[src/rtl/collision_scanner.sv]
// Snapshots the player and N_ENEMY enemy boxes on start, then tests one enemy per cycle for AABB overlap.
// Results are published as a set with a one-cycle done pulse; start is ignored while busy.
module collision_scanner #(
    parameter int COORD_W     = 10,
    parameter int N_ENEMY     = 4,
    parameter int P_SIZE      = 16,
    parameter int E_SIZE      = 16,
    parameter int BLOCK_SHIFT = 4,
    parameter int IDX_W       = $clog2(N_ENEMY)
) (
    input  logic                              clk,
    input  logic                              rst,
    input  logic                              start,
    input  logic [2*COORD_W-1:0]              position,
    input  logic [N_ENEMY*2*COORD_W-1:0]      e_positions,
    input  logic [N_ENEMY-1:0]                e_valid,
    output logic                              busy,
    output logic                              done,
    output logic [N_ENEMY-1:0]                hit_mask,
    output logic                              any_hit,
    output logic [IDX_W-1:0]                  first_hit,
    output logic [COORD_W-BLOCK_SHIFT-1:0]    pblock_x,
    output logic [COORD_W-BLOCK_SHIFT-1:0]    pblock_y
);

    typedef enum logic [1:0] {IDLE, SCAN, REPORT} state_t;

    state_t                         state;
    state_t                         state_nxt;
    logic [2*COORD_W-1:0]           snap_pos;
    logic [N_ENEMY*2*COORD_W-1:0]   snap_epos;
    logic [N_ENEMY-1:0]             snap_valid;
    logic [N_ENEMY-1:0]             work_mask;
    logic [N_ENEMY-1:0]             mask_nxt;
    logic [IDX_W-1:0]               idx;
    logic [IDX_W-1:0]               first_nxt;
    logic                           last;
    logic                           hit_now;
    logic [COORD_W-1:0]             px, py, ex, ey;
    logic [COORD_W:0]               px_end, py_end, ex_end, ey_end;

    assign px = snap_pos[2*COORD_W-1:COORD_W];
    assign py = snap_pos[COORD_W-1:0];

    always_comb begin
        ex = snap_epos[int'(idx)*2*COORD_W + COORD_W +: COORD_W];
        ey = snap_epos[int'(idx)*2*COORD_W +: COORD_W];
    end

    // One extra bit on every sum so boxes at the far edge never wrap onto 0.
    assign px_end = {1'b0, px} + (COORD_W+1)'(P_SIZE);
    assign py_end = {1'b0, py} + (COORD_W+1)'(P_SIZE);
    assign ex_end = {1'b0, ex} + (COORD_W+1)'(E_SIZE);
    assign ey_end = {1'b0, ey} + (COORD_W+1)'(E_SIZE);

    assign hit_now = snap_valid[idx]
                   && ({1'b0, ex} <= px_end) && ({1'b0, px} <= ex_end)
                   && ({1'b0, ey} <= py_end) && ({1'b0, py} <= ey_end);

    assign last = (idx == IDX_W'(N_ENEMY-1));
    assign busy = (state != IDLE);

    always_comb begin
        mask_nxt      = work_mask;
        mask_nxt[idx] = hit_now;
    end

    always_comb begin
        first_nxt = '0;
        for (int i = N_ENEMY-1; i >= 0; i--) begin
            if (mask_nxt[i]) first_nxt = IDX_W'(i);
        end
    end

    always_comb begin
        state_nxt = state;
        case (state)
            IDLE:    if (start) state_nxt = SCAN;
            SCAN:    if (last)  state_nxt = REPORT;
            REPORT:  state_nxt = IDLE;
            default: state_nxt = IDLE;
        endcase
    end

    always_ff @(posedge clk) begin
        if (rst) state <= IDLE;
        else     state <= state_nxt;
    end

    // Outputs load on the last SCAN edge so they are already visible while in REPORT.
    always_ff @(posedge clk) begin
        if (rst) begin
            snap_pos   <= '0;
            snap_epos  <= '0;
            snap_valid <= '0;
            work_mask  <= '0;
            idx        <= '0;
            done       <= 1'b0;
            hit_mask   <= '0;
            any_hit    <= 1'b0;
            first_hit  <= '0;
            pblock_x   <= '0;
            pblock_y   <= '0;
        end else begin
            done <= 1'b0;
            case (state)
                IDLE: begin
                    if (start) begin
                        snap_pos   <= position;
                        snap_epos  <= e_positions;
                        snap_valid <= e_valid;
                        work_mask  <= '0;
                        idx        <= '0;
                    end
                end
                SCAN: begin
                    work_mask <= mask_nxt;
                    if (last) begin
                        hit_mask  <= mask_nxt;
                        any_hit   <= |mask_nxt;
                        first_hit <= first_nxt;
                        pblock_x  <= px[COORD_W-1:BLOCK_SHIFT];
                        pblock_y  <= py[COORD_W-1:BLOCK_SHIFT];
                        done      <= 1'b1;
                    end else begin
                        idx <= idx + IDX_W'(1);
                    end
                end
                default: ;
            endcase
        end
    end

endmodule

[config.mk]
export PLATFORM = sky130hd
export DESIGN_NAME = collision_scanner
export DESIGN_NICKNAME = d
export VERILOG_FILES = /design/src/rtl/collision_scanner.sv
export SDC_FILE = /design/constraint.sdc
export NUM_CORES = 1
export LEC_CHECK = 0
export ABC_AREA = 1
export BUFFER_PORTS_ARGS = -buffer_cell sky130_fd_sc_hd__clkbuf_2
export CORE_ASPECT_RATIO = 1.1
export CORE_UTILIZATION = 55
export CTS_CLUSTER_DIAMETER = 200
export CTS_CLUSTER_SIZE = 28
export DETAILED_ROUTE_END_ITERATION = 6
export PLACE_DENSITY = 0.88
export SYNTH_ARGS = -nofsm -noshare
export SYNTH_HDL_FRONTEND = slang
export SYNTH_SLANG_ARGS = --single-unit
[constraint.sdc]
create_clock -name clk -period 5.1 [get_ports clk]
set_clock_uncertainty 0.15 [all_clocks]
set_input_delay 1.02 -clock clk [delete_from_list [all_inputs] [get_ports clk]]
set_output_delay 1.02 -clock clk [all_outputs]
set_load 0.01 [all_outputs]
==> results of run 1 <==
[flip-flops by register name, summed over array words and instances (netlist names)]
| name | cells |
|---|---|
| any_hit | 1 |
| done | 1 |
| first_hit | 2 |
| hit_mask | 4 |
| idx | 2 |
| pblock_x | 6 |
| pblock_y | 6 |
| snap_epos | 80 |
| snap_pos | 20 |
| snap_valid | 4 |
| state | 2 |
| work_mask | 4 |
[layout by cell type (no fill, tap or decap), types with 4 or more instances in the layout]
master     netlist  layout
nand3b_1         4       4
or2_2            4       4
dfxtp_1        132     131
a21oi_1         79      79
xnor2_1          4       4
o21ai_0        169     169
o211ai_1         7       7
nand4_1          4       4
clkbuf_16        0      17
nand3_1         66      66
o21ai_1          9       9
o211ai_2         4       4
nand2_2         11      11
clkbuf_2         0     127
xor2_1          12      12
a21o_1           4       4
ha_1            47      47
inv_1           69      67
nand2_1        229     228
inv_2            7       9
buf_4            6      12
nor2_1         225     225
[metrics by stage]
stage | power [uW] | area, sq um
finish | 3160 | 9090
global route | 3330 | 9090
CTS | 3160 | 9090
detailed placement | 1900 | 8480
global placement | 1890 | 8480
floorplan | 1710 | 7900
[layer usage]
metal / wire [um] / track usage, % / up-vias
met4: 776 / 14.3 / 0
met2: 10500 / 50.7 / 303
met3: 1390 / 5.48 / 66
met1: 9150 / 38.6 / 3661
li1: - / - / 4070
met5: 0 / 0 / -
[worst paths after layout]
kind,start,end,slack (ns),cells past startpoint
worst max-delay path,idx[0]$_SDFFE_PP0P_,any_hit$_SDFFE_PP0P_,0.55,26
worst min-delay path,work_mask[0]$_SDFFE_PP0P_,work_mask[0]$_SDFFE_PP0P_,0.31,2
worst max register to register,idx[0]$_SDFFE_PP0P_,any_hit$_SDFFE_PP0P_,0.55,26
worst min register to register,work_mask[0]$_SDFFE_PP0P_,work_mask[0]$_SDFFE_PP0P_,0.31,2
[cells by family (layout without fill, tap and decap cells)]
group | after synthesis | after routing | synth area share (%)
AND/OR/NAND/NOR | 561 | 561 | 29.4
AO/OA/AOI/OAI | 285 | 285 | 19.2
buffers and inverters | 149 | 248 | 8.65
flip-flops | 132 | 132 | 33.5
adder cells (fa/ha/maj) | 47 | 47 | 7.44
XOR/XNOR | 16 | 16 | 1.77
[worst max-delay path: cells and delay by family (launching register included)]
family,cells,cell delay [ns]
AO/OA/AOI/OAI,2,0.23
AND/OR/NAND/NOR,17,1.81
flip-flops,1,0.37
XOR/XNOR,1,0.09
buffers and inverters,3,0.93
adder cells (fa/ha/maj),3,0.84
[cell type report]
type	instances	area, sq um
Multi-Input combinational cell	909	4580
Timing Repair Buffer	139	726
Sequential cell	132	2640
Fill cell	1248	4820
Tap cell	188	235
Clock buffer	21	460
Clock inverter	11	149
Inverter	77	294
[power groups by stage]
| stage | clock network, uW | logic [uW] | registers, uW |
|---|---|---|---|
| CTS | 1270 | 714 | 1170 |
| floorplan | 0 | 546 | 1170 |
| global route | 1320 | 823 | 1180 |
| detailed placement | 0 | 709 | 1190 |
| global placement | 0 | 696 | 1190 |
| finish | 1270 | 720 | 1170 |
==> metrics.csv, run 1 <==
stage,metric,value,unit
synthesis,synth_top_area_share,33.5,%
synthesis,syn-num-nets,1344,
sta,final_max_slew_viol_count,0,
routing,first_pass_iters,5,
sta,maxSlewHeadroom,41.5,%
sta,tightest_slew,0.877,ns
cells_and_area,post-route-util,65.4,%
synthesis,synth_area_leader_cell,dfxtp_1,
sta,final.setup.worst_slack,0.550,ns
setup_path,crit_slowest_cell,buf_4,
grt,antenna_found_initial,0,
die,dieWidth,116,um
synthesis,yosys_warnings,0,
placed_design,port_buffers,127,
setup_path,cpPeakStageDelay,0.70,ns
synthesis,synthArstFlopShare,0,%
grt,grt_usage,30.7,%
sta,grt_setup_unrepaired,false,
sta,setup_tns,0,ns
die,fp.dieH,128,um
synthesis,ys.flop_type,dfxtp_1,
sta,finalSetupViolCount,0,
placed_design,post-dp-hpwl,15.9,mm
synthesis,ys_seq_area_share,33.5,%
power,p_comb_share,22.8,%
routing,antenna_left,0,
cts,clkTransAtPathRegs,0.06,ns
cts,postCtsSetupBuffers,0,
routing,viasPerCell,5.48,
synthesis,synth_common_cells,"nand2_1 (229), nor2_1 (225), o21ai_0 (169), dfxtp_1 (132), a21oi_1 (79)",
cts,clock-sinks,132,
power,switchingPower,998,uW
routing,wl,21.8,mm
sta,finalCritPeriodShare,89.2,%
cts,cts-root-buf,clkbuf_16,
die,initial_core_util,56.8,%
status,status,finished clean,
grt,overflow,0,
cts,htree_levels,4,
synthesis,synth.most_common_cell,nand2_1,
routing,wl_per_cell,14.8,um
power,sequentialPowerShare,37.1,%
min_path,hold_path_class,flop to flop,
cts,ctsHoldBuffers,0,
synthesis,avgSynthCellArea,6.64,sq um
die,io_pins,128,
sta,whs,0.309,ns
cells_and_area,final_layout_size_suffix_gt1_share,16.1,%
job,maxCapViolCount,0,
cts,cts_resized,0,
routing,vias,8100,
placed_design,routabilityCongestion,0.975,
synthesis,syn-cell-area,7900,sq um
cts,cts_buffers,17,
die,core,13900,sq um
placed_design,dpl_worst_slack,0.667,ns
synthesis,synth_cell_types,48,
grt,grt_pass1_wl,35.1,mm
power,clkPwrFrac,40.1,%
die,dieArea,14800,sq um
sta,hold_viol_final,0,
grt,grt_pass1_vias,7365,
routing,drtIter0Drc,700,
synthesis,synthCells,1190,
cells_and_area,fin_cells,1477,
die,rows,45,
cells_and_area,nets,1430,
sta,max_freq,0.220,GHz
synthesis,ys_ff_latch,132,
power,ir_drop,0.000280,V
cts,clk_path_buf_depth,2,
setup_path,cp.required,5.28,ns
grt,grt_max_degree,98,
synthesis,synthTopCellsByArea,"dfxtp_1 (33%), nand2_1 (11%), o21ai_0 (11%), nor2_1 (11%), ha_1 (7.4%)",
power,powerDensity,348,nW/um^2
cts,cts_tree,done,
setup_path,startpoint_type,flop,
power,swShare,31.6,%
setup_path,path_common_cell,nand2_1,
power,p_int,2160,uW
cts,insertion_delay,0.42,ns
cells_and_area,diodes,0,
setup_path,crit_type,flop to flop,
routing,drc,0,
setup_path,worst_setup_path_end_kind,flop,
cells_and_area,areaGrowthSynthToFinish,15.1,%
setup_path,critPathMaxFanout,97,
synthesis,synth_edf_count,0,
sta,period_needed,4.55,ns
placed_design,dp_cells,1445,
setup_path,cp.arrival,4.73,ns
power,leakagePower,0.00427,uW
Note: power is estimated with default switching activity, not from simulation.
==> run 2, diff against run 1 <==
--- a/config.mk
+++ b/config.mk
@@ -6,7 +6,7 @@
 export NUM_CORES = 1
 export LEC_CHECK = 0
 export ABC_AREA = 1
-export BUFFER_PORTS_ARGS = -buffer_cell sky130_fd_sc_hd__clkbuf_2
+export BUFFER_PORTS_ARGS = -buffer_cell sky130_fd_sc_hd__buf_2
 export CORE_ASPECT_RATIO = 1.1
 export CORE_UTILIZATION = 55
 export CTS_CLUSTER_DIAMETER = 200
==> run 2 against run 1 <==
  * Sequential share of layout area up 0.13 points
  * Final area down 0.44%
  * Final cell count about the same
  * Flip-flop and latch count unchanged
  * Largest power group unchanged
  * Highest routed layer unchanged
  * Count of clock-buffer cells in the layout up 2
  * Register-to-register slack better by 0.19 ns
  * Critical endpoint is now hit_mask[0]$_SDFFE_PP0P_
==> metrics.csv, run 2 (synthesis gave the netlist of run 1 again) <==
stage,metric,value,unit,change
cts,htree_levels,4,,unchanged
cells_and_area,diodes,0,,unchanged
die,initial_core_util,56.8,%,unchanged
die,fp.dieH,128,um,unchanged
routing,drc,0,,unchanged
routing,drt-met1-wl,9.50,mm,was 9.15 mm
die,io_pins,128,,unchanged
routing,wl_met3,1.29,mm,was 1.39 mm
cells_and_area,seq_area,2640,sq um,unchanged
min_path,hold_path_class,flop to flop,,unchanged
grt,grt_usage,31.1,%,was 30.7%
cts,ctsHoldBuffers,0,,unchanged
status,status,finished clean,,unchanged
setup_path,worst_setup_path_end_kind,flop,,unchanged
die,core,13900,sq um,unchanged
setup_path,crit_end,hit_mask[0]$_SDFFE_PP0P_,,was any_hit$_SDFFE_PP0P_
die,dieArea,14800,sq um,unchanged
placed_design,port_buffers,127,,unchanged
sta,finalCritPeriodShare,85.5,%,was 89.2%
setup_path,rr_endpoint,hit_mask[0]$_SDFFE_PP0P_,,was any_hit$_SDFFE_PP0P_
placed_design,placed_cell_area,8480,sq um,unchanged
grt,antenna_found_initial,0,,unchanged
setup_path,cp.arrival,4.58,ns,was 4.73 ns
power,switchingPower,983,uW,was 998 uW
setup_path,crit_type,flop to flop,,unchanged
setup_path,cpPeakStageDelay,0.56,ns,was 0.70 ns
routing,route.met2.wl,10.3,mm,was 10.5 mm
grt,overflow,0,,unchanged
job,maxCapViolCount,0,,unchanged
power,ir_drop,0.000253,V,was 0.000280 V
setup_path,reg2reg_slack,0.74,ns,was 0.55 ns
routing,drtIter0Drc,713,,was 700
setup_path,crit_slowest_cell,nor3_1,,was buf_4
power,clkPwrFrac,38.8,%,was 40.1%
sta,maxSlewHeadroom,51.7,%,was 41.5%
routing,wl,21.9,mm,was 21.8 mm
cts,postCtsSetupBuffers,0,,unchanged
sta,finalSetupViolCount,0,,unchanged
sta,period_needed,4.36,ns,was 4.55 ns
cts,insertion_delay,0.42,ns,about the same
power,leakagePower,0.00425,uW,was 0.00427 uW
cts,cts_buffers,17,,unchanged
cts,clock-sinks,132,,unchanged
sta,max_freq,0.229,GHz,was 0.220 GHz
cts,clkTransAtPathRegs,0.06,ns,about the same
cells_and_area,areaGrowthSynthToFinish,14.6,%,was 15.1%
setup_path,rr_worst_depth,25,,was 26
setup_path,path_common_cell,nand2_1,,unchanged
cells_and_area,final_common_cell,nand2_1,,unchanged
power,p_comb_share,23.2,%,was 22.8%
setup_path,worstReg2RegStart,idx[0]$_SDFFE_PP0P_,,unchanged
grt,grt_max_degree,72,,was 98
power,swShare,31.8,%,was 31.6%
routing,highest_layer,met4,,unchanged
cells_and_area,finalInstanceArea,9050,sq um,was 9090 sq um
setup_path,crit_path_start,idx[0]$_SDFFE_PP0P_,,unchanged
cts,cts_tree,done,,unchanged
placed_design,routabilityCongestion,0.952,,was 0.975
die,rows,45,,unchanged
cells_and_area,fill_cells,1302,,was 1248
grt,grt_pass1_wl,35.9,mm,was 35.1 mm
sta,final.setup.worst_slack,0.741,ns,was 0.550 ns
routing,antenna_left,0,,unchanged
cts,clk_path_buf_depth,2,,unchanged
cells_and_area,multi_input_area,4580,sq um,unchanged
sta,setup_tns,0,ns,unchanged
sta,hold_viol_final,0,,unchanged
cells_and_area,layout_common_cells,"nand2_1 (228), nor2_1 (225), o21ai_0 (169)",,unchanged
sta,final_max_slew_viol_count,0,,unchanged
routing,wl_per_cell,14.8,um,about the same
sta,tightest_slew,0.723,ns,was 0.877 ns
sta,whs,0.311,ns,was 0.309 ns
cells_and_area,final_layout_size_suffix_gt1_share,15.9,%,was 16.1%
cells_and_area,largest_reg_flops,80,,unchanged
placed_design,dpl_worst_slack,0.832,ns,was 0.667 ns
power,p_int,2110,uW,was 2160 uW
cells_and_area,nets,1430,,unchanged
grt,grt_pass1_vias,7445,,was 7365
power,powerDensity,342,nW/um^2,was 348 nW/um^2
routing,viasPerCell,5.44,,was 5.48
routing,vias,8036,,was 8100
die,dieWidth,116,um,unchanged
setup_path,cp.required,5.32,ns,was 5.28 ns
setup_path,critPathMaxFanout,58,,was 97
cells_and_area,regMostFlops,snap_epos,,unchanged
routing,first_pass_iters,5,,unchanged
setup_path,startpoint_type,flop,,unchanged
placed_design,post-dp-hpwl,15.9,mm,about the same
cells_and_area,reg.largest.list,"snap_epos (80), snap_pos (20)",,unchanged
cts,cts_resized,0,,unchanged
sta,grt_setup_unrepaired,false,,unchanged
cts,cts-root-buf,clkbuf_16,,unchanged
power,sequentialPowerShare,38.0,%,was 37.1%
run 2: worst min path at each step:
| stage | start | endpoint | slack (ns) | cells past startpoint |
|---|---|---|---|---|
| floorplan | snap_epos[46]$_SDFFE_PP0P_ | snap_epos[46]$_SDFFE_PP0P_ | 0.29 | 2 |
| global placement | work_mask[1]$_SDFFE_PP0P_ | work_mask[1]$_SDFFE_PP0P_ | 0.30 | 2 |
| detailed placement | work_mask[2]$_SDFFE_PP0P_ | work_mask[2]$_SDFFE_PP0P_ | 0.30 | 2 |
| CTS | work_mask[2]$_SDFFE_PP0P_ | work_mask[2]$_SDFFE_PP0P_ | 0.31 | 2 |
| global route | work_mask[2]$_SDFFE_PP0P_ | work_mask[2]$_SDFFE_PP0P_ | 0.32 | 2 |
| finish | work_mask[2]$_SDFFE_PP0P_ | work_mask[2]$_SDFFE_PP0P_ | 0.31 | 2 |
run 2: critical path: cells and delay by family (launching register included):
kind	cells	cell delay, ns
adders and majority gates	3	0.78
buffers and inverters	4	0.77
DFF	1	0.36
and+or+nand+nor	15	1.76
xor gates and xnor gates	1	0.14
AOI/OAI and AO/OA	2	0.32
run 2: metal layers:
| layer | vias up | track usage (%) |
|---|---|---|
| li1 | 4070 | - |
| met1 | 3599 | 39.7 |
| met2 | 298 | 51.1 |
| met3 | 69 | 5.53 |
| met4 | 0 | 13.3 |
| met5 | - | 0 |
run 2: cell type report:
class / instances / share of cell area [%]
Tap cell: 188 / 2.60
Clock buffer: 23 / 5.17
Multi-Input combinational cell: 909 / 50.6
Clock inverter: 8 / 1.12
Sequential cell: 132 / 29.2
Inverter: 77 / 3.25
Timing Repair Buffer: 139 / 8.02
run 2: power by group through the flow:
stage	Combinational (uW)	Clock, uW	Sequential, uW
4_1_cts	713	1210	1170
6_report	718	1200	1170
3_3_place_gp	696	0	1190
5_1_grt	826	1250	1180
2_1_floorplan	546	0	1170
3_5_place_dp	706	0	1190
run 2: per-stage QoR:
| step | utilization, % | std cells | total power [uW] |
|---|---|---|---|
| floorplan | - | 1190 | 1710 |
| global placement | 61.0 | 1445 | 1890 |
| detailed placement | 61.0 | 1445 | 1900 |
| CTS | 65.1 | 1476 | 3090 |
| global route | 65.1 | 1476 | 3260 |
| finish | 65.1 | 1476 | 3090 |
==> run 3, diff against run 2 <==
--- a/config.mk
+++ b/config.mk
@@ -6,13 +6,13 @@
 export NUM_CORES = 1
 export LEC_CHECK = 0
 export ABC_AREA = 1
-export BUFFER_PORTS_ARGS = -buffer_cell sky130_fd_sc_hd__buf_2
+export BUFFER_PORTS_ARGS = -buffer_cell sky130_fd_sc_hd__buf_4
 export CORE_ASPECT_RATIO = 1.1
 export CORE_UTILIZATION = 55
 export CTS_CLUSTER_DIAMETER = 200
 export CTS_CLUSTER_SIZE = 28
 export DETAILED_ROUTE_END_ITERATION = 6
-export PLACE_DENSITY = 0.88
+export PLACE_DENSITY = 0.84
 export SYNTH_ARGS = -nofsm -noshare
 export SYNTH_HDL_FRONTEND = slang
 export SYNTH_SLANG_ARGS = --single-unit
==> run 3 against run 2 <==
  * Sequential power is essentially flat
  * Final area grew 4.4%
  * Sequential share of layout area shrank 1.2 points
  * Critical path type unchanged
  * Critical endpoint is now any_hit$_SDFFE_PP0P_
  * Largest power group unchanged
  * Highest routed layer unchanged
==> metrics.csv, run 3 (synthesis gave the netlist of run 1 again) <==
stage,metric,value,unit,change
placed_design,placed_cell_area,8800,sq um,was 8480 sq um
power,swShare,30.8,%,was 31.8%
setup_path,reg2reg_slack,0.79,ns,was 0.74 ns
cts,clk_path_buf_depth,2,,unchanged
die,initial_core_util,56.8,%,unchanged
cells_and_area,multi_input_area,4580,sq um,unchanged
grt,use_met2,52.7,%,was 51.1%
cells_and_area,final_layout_size_suffix_gt1_share,16.1,%,was 15.9%
cells_and_area,reg.largest.list,"snap_epos (80), snap_pos (20)",,unchanged
sta,period_needed,4.31,ns,was 4.36 ns
grt,grt_max_degree,98,,was 72
cts,clkTransAtPathRegs,0.06,ns,about the same
routing,first_pass_iters,5,,unchanged
power,switchingPower,992,uW,was 983 uW
grt,overflow,0,,unchanged
setup_path,cp.arrival,4.53,ns,was 4.58 ns
die,core,13900,sq um,unchanged
setup_path,cp.required,5.32,ns,about the same
power,power,3220,uW,was 3090 uW
sta,finalSetupViolCount,0,,unchanged
power,p_comb_share,23.2,%,about the same
grt,antenna_found_initial,0,,unchanged
cts,cts_tree,done,,unchanged
die,fp.dieH,128,um,unchanged
cts,ctsHoldBuffers,0,,unchanged
setup_path,crit_type,flop to flop,,unchanged
cells_and_area,diodes,0,,unchanged
min_path,hold_start,snap_epos[46]$_SDFFE_PP0P_,,was work_mask[2]$_SDFFE_PP0P_
power,leakagePower,0.00438,uW,was 0.00425 uW
setup_path,crit_slowest_cell,nor3_1,,unchanged
grt,use_met3,6.52,%,was 5.53%
cells_and_area,seq_area,2640,sq um,unchanged
routing,viasPerCell,5.51,,was 5.44
setup_path,path_common_cell,nand2_1,,unchanged
routing,wl_per_cell,15.1,um,was 14.8 um
cells_and_area,regMostFlops,snap_epos,,unchanged
job,maxCapViolCount,0,,unchanged
cells_and_area,largest_reg_flops,80,,unchanged
die,io_pins,128,,unchanged
setup_path,startpoint_type,flop,,unchanged
setup_path,cpPeakStageDelay,0.56,ns,about the same
min_path,min_path_cells,2,,unchanged
min_path,hold_path_class,flop to flop,,unchanged
sta,maxSlewHeadroom,33.7,%,was 51.7%
cts,postCtsSetupBuffers,0,,unchanged
power,ir_drop,0.000237,V,was 0.000253 V
sta,grt_setup_unrepaired,false,,unchanged
setup_path,critPathMaxFanout,97,,was 58
power,p_int,2230,uW,was 2110 uW
setup_path,worstReg2RegStart,idx[0]$_SDFFE_PP0P_,,unchanged
die,dieWidth,116,um,unchanged
power,clkPwrFrac,40.4,%,was 38.8%
cells_and_area,fill_cells,1268,,was 1302
cells_and_area,nets,1429,,was 1430
placed_design,routabilityCongestion,0.962,,was 0.952
cells_and_area,final_common_cell,nand2_1,,unchanged
placed_design,dpl_worst_slack,0.925,ns,was 0.832 ns
routing,wl,22.3,mm,was 21.9 mm
routing,drc,0,,unchanged
status,status,finished clean,,unchanged
placed_design,port_buffers,127,,unchanged
routing,antenna_left,0,,unchanged
power,sequentialPowerShare,36.4,%,was 38.0%
cells_and_area,layout_common_cells,"nand2_1 (228), nor2_1 (225), o21ai_0 (169)",,unchanged
sta,setup_tns,0,ns,unchanged
grt,met1_usage,37.7,%,was 39.7%
placed_design,post-dp-hpwl,16.2,mm,was 15.9 mm
routing,vias,8139,,was 8036
grt,grt_usage,31.3,%,was 31.1%
min_path,min_to,snap_epos[46]$_SDFFE_PP0P_,,was work_mask[2]$_SDFFE_PP0P_
cts,insertion_delay,0.43,ns,was 0.42 ns
cts,cts-root-buf,clkbuf_16,,unchanged
sta,max_freq,0.232,GHz,was 0.229 GHz
grt,grt.busiest_layer,met2,,unchanged
sta,hold_viol_final,0,,unchanged
grt,grt_pass1_vias,7521,,was 7445
grt,grt_pass1_wl,35.9,mm,about the same
routing,drtIter0Drc,579,,was 713
cells_and_area,areaGrowthSynthToFinish,19.5,%,was 14.6%
sta,final_max_slew_viol_count,0,,unchanged
cts,cts_resized,0,,unchanged
cts,cts_buffers,17,,unchanged
power,powerDensity,341,nW/um^2,was 342 nW/um^2
sta,final.setup.worst_slack,0.794,ns,was 0.741 ns
setup_path,worst_setup_path_end_kind,flop,,unchanged
sta,tightest_slew,0.994,ns,was 0.723 ns
setup_path,rr_worst_depth,26,,was 25
die,rows,45,,unchanged
sta,finalCritPeriodShare,84.4,%,was 85.5%
die,dieArea,14800,sq um,unchanged
cells_and_area,finalInstanceArea,9440,sq um,was 9050 sq um
cts,htree_levels,4,,unchanged
cts,clock-sinks,132,,unchanged
setup_path,rr_endpoint,any_hit$_SDFFE_PP0P_,,was hit_mask[0]$_SDFFE_PP0P_
-- run 3: cell types whose count changed in the layout (fill, tap and decap cells not counted) --
cell,before,now
buf_2,127,0
buf_4,12,137
clkinv_4,0,5
clkbuf_1,4,1
clkbuf_8,2,5
clkinvlp_4,3,0
clkinv_2,2,0
buf_12,0,1
bufinv_16,2,3
-- run 3: worst max-delay path by stage --
stage | from | to | slack [ns] | cells past startpoint
floorplan | idx[0]$_SDFFE_PP0P_ | hit_mask[0]$_SDFFE_PP0P_ | 0.63 | 33
global placement | idx[1]$_SDFFE_PP0P_ | any_hit$_SDFFE_PP0P_ | 1.00 | 26
detailed placement | idx[0]$_SDFFE_PP0P_ | any_hit$_SDFFE_PP0P_ | 0.93 | 29
CTS | idx[1]$_SDFFE_PP0P_ | any_hit$_SDFFE_PP0P_ | 0.88 | 26
global route | idx[1]$_SDFFE_PP0P_ | any_hit$_SDFFE_PP0P_ | 0.35 | 26
finish | idx[0]$_SDFFE_PP0P_ | any_hit$_SDFFE_PP0P_ | 0.79 | 26
-- run 3: cell type report --
| class | count | area share (%) |
|---|---|---|
| clock buffer | 23 | 5.27 |
| sequential | 132 | 28.0 |
| clock inverter | 9 | 1.51 |
| multi-input combinational | 909 | 48.5 |
| inverter | 77 | 3.11 |
| timing repair buffer | 138 | 11.1 |
| tap | 188 | 2.49 |
-- run 3: through the flow --
stage          cells  util, %  hold WS, ns
2_1_floorplan   1190        -        0.289
3_3_place_gp    1444     63.3        0.298
3_5_place_dp    1444     63.3        0.311
4_1_cts         1476     67.9        0.321
5_1_grt         1476     67.9        0.347
6_report        1476     67.9        0.322
-- run 3: critical path: cells and delay by family, from the launching register on --
family	cells	cell delay [ns]
adders and majority gates	3	0.74
DFF	1	0.39
and+or+nand+nor	17	1.85
AOI/OAI and AO/OA	2	0.32
buffers and inverters	3	0.62
xor gates and xnor gates	1	0.13
-- run 3: power groups by stage --
stage          combinational [uW]  sequential [uW]  clock [uW]
2_1_floorplan                 546             1170           0
3_3_place_gp                  722             1190           0
3_5_place_dp                  735             1190           0
4_1_cts                       742             1170        1310
5_1_grt                       849             1180        1360
6_report                      748             1170        1300
-- run 3: routing by layer --
layer / vias up / routed length [um]
met2: 274 / 10900
met5: - / 0
li1: 4067 / -
met1: 3726 / 9400
met4: 0 / 746
met3: 72 / 1250
